--- src/rtl/id_ex_pipe_pkg.sv ---
// rtl/id_ex_pipe_pkg.sv - shared constants and bus widths for the ID/EX stage
package id_ex_pipe_pkg;

    localparam int ALU_OP_BUS   = 8;
    localparam int ALU_SEL_BUS  = 3;
    localparam int REG_BUS      = 32;
    localparam int REG_ADDR_BUS = 5;

    localparam logic                    ENABLE       = 1'b1;
    localparam logic                    DISABLE      = 1'b0;
    localparam logic [ALU_OP_BUS-1:0]   EXE_NOP_OP   = 8'b0000_0000;
    localparam logic [ALU_SEL_BUS-1:0]  EXE_RES_NOP  = 3'b000;
    localparam logic [REG_ADDR_BUS-1:0] NOP_REG_ADDR = 5'b00000;
    localparam logic [REG_BUS-1:0]      ZERO_32      = 32'h0000_0000;

endpackage

--- src/rtl/id_ex_pipe_fifo.sv ---
// rtl/id_ex_pipe_fifo.sv - generic synchronous FIFO with explicit pointer wrap (pipe_fifo)
module pipe_fifo #(
    parameter int WIDTH = 8,
    parameter int DEPTH = 2
) (
    input  logic                       clk,
    input  logic                       rst,
    input  logic                       clr,
    input  logic                       push,
    input  logic                       pop,
    input  logic [WIDTH-1:0]           din,
    output logic [WIDTH-1:0]           dout,
    output logic [$clog2(DEPTH+1)-1:0] count,
    output logic                       full,
    output logic                       empty
);
    localparam int AW = (DEPTH > 1) ? $clog2(DEPTH) : 1;
    localparam int CW = $clog2(DEPTH+1);

    logic [WIDTH-1:0] mem_q [DEPTH];
    logic [AW-1:0]    wr_ptr_q, wr_ptr_d;
    logic [AW-1:0]    rd_ptr_q, rd_ptr_d;
    logic [CW-1:0]    count_q, count_d;
    logic             do_push, do_pop;

    // DEPTH need not be a power of two, so pointers wrap by compare, not by masking
    function automatic logic [AW-1:0] wrap_inc(input logic [AW-1:0] p);
        return (p == AW'(DEPTH-1)) ? '0 : p + AW'(1);
    endfunction

    assign full    = (count_q == CW'(DEPTH));
    assign empty   = (count_q == '0);
    assign count   = count_q;
    assign dout    = mem_q[rd_ptr_q];
    assign do_push = push && !full && !clr;
    assign do_pop  = pop && !empty && !clr;

    always_comb begin
        wr_ptr_d = wr_ptr_q;
        rd_ptr_d = rd_ptr_q;
        count_d  = count_q;
        if (do_push) wr_ptr_d = wrap_inc(wr_ptr_q);
        if (do_pop)  rd_ptr_d = wrap_inc(rd_ptr_q);
        case ({do_push, do_pop})
            2'b10:   count_d = count_q + CW'(1);
            2'b01:   count_d = count_q - CW'(1);
            default: count_d = count_q;
        endcase
    end

    always_ff @(posedge clk) begin
        if (rst || clr) begin
            wr_ptr_q <= '0;
            rd_ptr_q <= '0;
            count_q  <= '0;
        end else begin
            wr_ptr_q <= wr_ptr_d;
            rd_ptr_q <= rd_ptr_d;
            count_q  <= count_d;
        end
    end

    always_ff @(posedge clk) begin
        if (do_push) mem_q[wr_ptr_q] <= din;
    end

endmodule

--- src/rtl/id_ex_pipe.sv ---
// rtl/id_ex_pipe.sv - elastic ID/EX pipeline buffer with flush, x0 suppression and NOP fill
module id_ex_pipe
    import id_ex_pipe_pkg::*;
#(
    parameter int XLEN       = 32,
    parameter int REG_ADDR_W = 5,
    parameter int ALU_OP_W   = 8,
    parameter int ALU_SEL_W  = 3,
    parameter int DEPTH      = 2
) (
    input  logic                       clk,
    input  logic                       rst,
    input  logic                       flush,
    input  logic                       id_valid,
    output logic                       id_ready,
    input  logic [ALU_OP_W-1:0]        id_aluop,
    input  logic [ALU_SEL_W-1:0]       id_alusel,
    input  logic [XLEN-1:0]            id_reg1,
    input  logic [XLEN-1:0]            id_reg2,
    input  logic [REG_ADDR_W-1:0]      id_wd,
    input  logic                       id_wreg,
    output logic                       ex_valid,
    input  logic                       ex_ready,
    output logic [ALU_OP_W-1:0]        ex_aluop,
    output logic [ALU_SEL_W-1:0]       ex_alusel,
    output logic [XLEN-1:0]            ex_reg1,
    output logic [XLEN-1:0]            ex_reg2,
    output logic [REG_ADDR_W-1:0]      ex_wd,
    output logic                       ex_wreg,
    output logic [$clog2(DEPTH+1)-1:0] count
);
    localparam int PW = ALU_OP_W + ALU_SEL_W + 2*XLEN + REG_ADDR_W + 1;

    logic          push, pop, full, empty, wreg_eff;
    logic [PW-1:0] din, dout;

    // x0 is hardwired zero, so a write to it is dropped before it is stored
    assign wreg_eff = id_wreg && (id_wd != '0);
    assign din      = {id_aluop, id_alusel, id_reg1, id_reg2, id_wd, wreg_eff};

    assign id_ready = !full;
    assign ex_valid = !empty;
    assign push     = id_valid && !full && !flush;
    assign pop      = ex_ready && !empty && !flush;

    pipe_fifo #(
        .WIDTH (PW),
        .DEPTH (DEPTH)
    ) u_fifo (
        .clk   (clk),
        .rst   (rst),
        .clr   (flush),
        .push  (push),
        .pop   (pop),
        .din   (din),
        .dout  (dout),
        .count (count),
        .full  (full),
        .empty (empty)
    );

    always_comb begin
        ex_aluop  = ALU_OP_W'(EXE_NOP_OP);
        ex_alusel = ALU_SEL_W'(EXE_RES_NOP);
        ex_reg1   = XLEN'(ZERO_32);
        ex_reg2   = XLEN'(ZERO_32);
        ex_wd     = REG_ADDR_W'(NOP_REG_ADDR);
        ex_wreg   = DISABLE;
        if (!empty) begin
            {ex_aluop, ex_alusel, ex_reg1, ex_reg2, ex_wd, ex_wreg} = dout;
        end
    end

endmodule

--- config.mk ---
export PLATFORM = sky130hd
export DESIGN_NAME = id_ex_pipe
export DESIGN_NICKNAME = d
export VERILOG_FILES = /design/src/rtl/id_ex_pipe_pkg.sv /design/src/rtl/id_ex_pipe_fifo.sv /design/src/rtl/id_ex_pipe.sv
export SDC_FILE = /design/constraint.sdc
export NUM_CORES = 1
export LEC_CHECK = 0
export BUFFER_PORTS_ARGS = -buffer_cell sky130_fd_sc_hd__buf_4
export CORE_MARGIN = 3
export CORE_UTILIZATION = 55
export DETAILED_ROUTE_END_ITERATION = 10
export GPL_TIMING_DRIVEN = 0
export PLACE_DENSITY = 0.94
export SLEW_MARGIN = 10
export SYNTH_ARGS = -nofsm -noshare
export SYNTH_HDL_FRONTEND = slang
export SYNTH_SLANG_ARGS = --single-unit
--- constraint.sdc ---
create_clock -name clk -period 8 [get_ports clk]
set_input_delay 1.6 -clock clk [delete_from_list [all_inputs] [get_ports clk]]
set_output_delay 1.6 -clock clk [all_outputs]
set_load 0.03 [all_outputs]
==> metrics.txt <==
synth top area cells edfxtp_1 (77%), mux2i_1 (13%), nor2_1 (5.2%); drt initial violations 201; top cell type's share of synthesized area 0.7688; detailed-route via count 3672; fin crit share 0.4495; Max-cap violations 0; First-pass DRT Iterations 6; leading area contributor after synthesis edfxtp_1; vias in the first global route 3840; Worst-Skew Late Latency 410 ps; critical path capture point ex_alusel[0]; CP Cell Sequence nor2_2 > clkbuf_1 > nor2_1 > buf_4; CP top delay family buffers and inverters; Root Driver clkbuf_16; clk_skew 14.81 ps; final worst path period need 3596 ps; Cell Area, Synth 0.006327 mm2; Clock Sinks 167; Post-Syn Instances 371; top sig layer met4; die area 0.01283 mm2; met3 wire len 860 um; die height 113.3 um; fmax 0.2781 GHz; Worst R2R End u_fifo.mem_q[0][4]; CTS tree done; sequential fraction of the synthesis area 0.7847; Residual DRC 0; n_diodes 0; Placer Congestion 0.8224; clock buffer count from CTS 17; Worst Path Buf+Inv 2; clock transition at the registers of the reported paths 70 ps; Total Power 0.001848 W; Crit Path Class reg -> out; global-route wire length before repair 19770 um; count of flip-flops with a built-in enable after synthesis 162; Synth-to-Final Area Change 33.36%; Final setup viols 0; largest net degree at the start of global routing 33; H-Tree Depth 4; startpoint types flip-flop; Antenna Violating Nets Remaining 0; final core occ 0.7650; synthesized flop and latch total 167; CP Data Arrival Time 2000 ps; I/O pins 171; final net count 652; most frequently used flop master after synthesis edfxtp_1; Setup Buffers After CTS 0; final worst slack 4404 ps; worst reg2reg startpoint u_fifo.count[0]; Port Buffers 170; initial antenna violation count 0; Clock Path Buffers 2; CP max stage delay 470 ps; M1 WL 4871 um; WP depth 4; Post-synth top cells edfxtp_1 (162), nor2_1 (87), mux2i_1 (81); Critical Path Fanout Max 10; FFs w/ async S/R, synth 0; DR WL met2 6820 um; PD cells 219.0 mW/mm2; max-slew violations 0; Worst path slowest cell nor2_2; WHS 558.6 ps; worst-margin pin slew 755.2 ps; post-route setup TNS 0 ps; grt ovf 0; vias per std cell 5.114; reg2reg path depth 4; core area 0.01103 mm2; count leader, synth edfxtp_1; Setup crit end kind output port; fraction of layout cells with a size suffix above 1 0.3858; hold_buf cts 0; synth unique cells 22; Peak VDD IR 0.1383 mV; WL per Instance 17.64 um; r2r setup slk 5790 ps; CP startpoint u_fifo.count[0]; Site Rows 38; total wire length 12660 um; status finished, final reports clean; DP HPWL 8802 um; Slew Limit Headroom 0.4954; Yosys warning count 0; Pleak 3.090 nW; Synth Net Count 458; syn_area_per_cell 17.05 um2; Hold Fails Final Rpt 0; Starting Density 0.5736; GRT Util Overall 0.2033; RSZ-0062 raised after global routing no; post-CTS sizing 0; Critical Path RT 6400 ps; HP Class reg -> reg; pre-CTS WS 4697 ps; Die Wd 113.3 um
==> worst min-delay path by stage <==
stage          depth (start not counted)  slack (ps)               to            start
5_1_grt                                2         610  u_fifo.rd_ptr_q  u_fifo.rd_ptr_q
6_report                               2         560  u_fifo.rd_ptr_q  u_fifo.rd_ptr_q
3_5_place_dp                           2         540        flip-flop  u_fifo.rd_ptr_q
2_1_floorplan                          2         470        flip-flop  u_fifo.rd_ptr_q
4_1_cts                                2         560  u_fifo.rd_ptr_q  u_fifo.rd_ptr_q
3_3_place_gp                           2         490  u_fifo.rd_ptr_q  u_fifo.rd_ptr_q
==> state kept, by name, indices dropped and copies added (netlist names), named ones only <==
register and flops:
u_fifo.mem_q 162, u_fifo.count 2, u_fifo.wr_ptr_q 1, u_fifo.rd_ptr_q 1
==> report_power, final <==
group          switching (W)  total, W  internal, W
sequential        0.00000677  0.000994     0.000988
combinational      0.0000775  0.000138    0.0000601
clock               0.000320  0.000716     0.000397
==> cells in the final DEF, fill, tap and decap left out, types with 2 or more instances in the layout <==
cell type   count
a21oi_1         2
inv_6           4
inv_1           2
clkbuf_16      17
buf_16          2
buf_2          10
nor2_4          2
nor2_1         85
clkinv_4        3
clkinvlp_4      3
dfxtp_1         5
edfxtp_1      162
buf_12          3
xor2_1          2
o21ai_0         2
mux2i_1        81
clkinv_1        4
buf_4         176
==> area by class of cell <==
type                       instances  area [um2]
sequential                       167        4965
fill                             665        2592
multi-input combinational        185        1271
timing repair buffer             175        1391
inverter                           2       7.507
clock buffer                      17       425.4
tap                              140       175.2
clock inverter                    15       103.9
buffer                            17       98.84
==> logic make-up after synthesis <==
logic type                 Yosys count  synth area share
xor gates and xnor gates             3          0.004153
DFF                                167            0.7847
and+or+nand+nor                     94           0.05873
buffers and inverters               19           0.01681
muxes                               81            0.1281
AOI/OAI and AO/OA                    6          0.005538
adders and majority gates            1          0.001977
==> layer usage <==
layer,vias up,track usage
li1,1764,-
met2,134,0.3558
met3,8,0.05829
met1,1766,0.2441
met5,-,0
met4,0,0.06490
==> stage by stage <==
stage,cell area (um2),cells
2_1_floorplan,6327,371
3_3_place_gp,7779,681
3_5_place_dp,7909,686
4_1_cts,8438,718
5_1_grt,8438,718
6_report,8438,718
==> worst min-delay path: stages, from the launching register on <==
cell,delay (ps)
dfxtp_1,340
xor2_1,100
nor2_1,80
No activity file was read; power rests on OpenSTA's default activity.
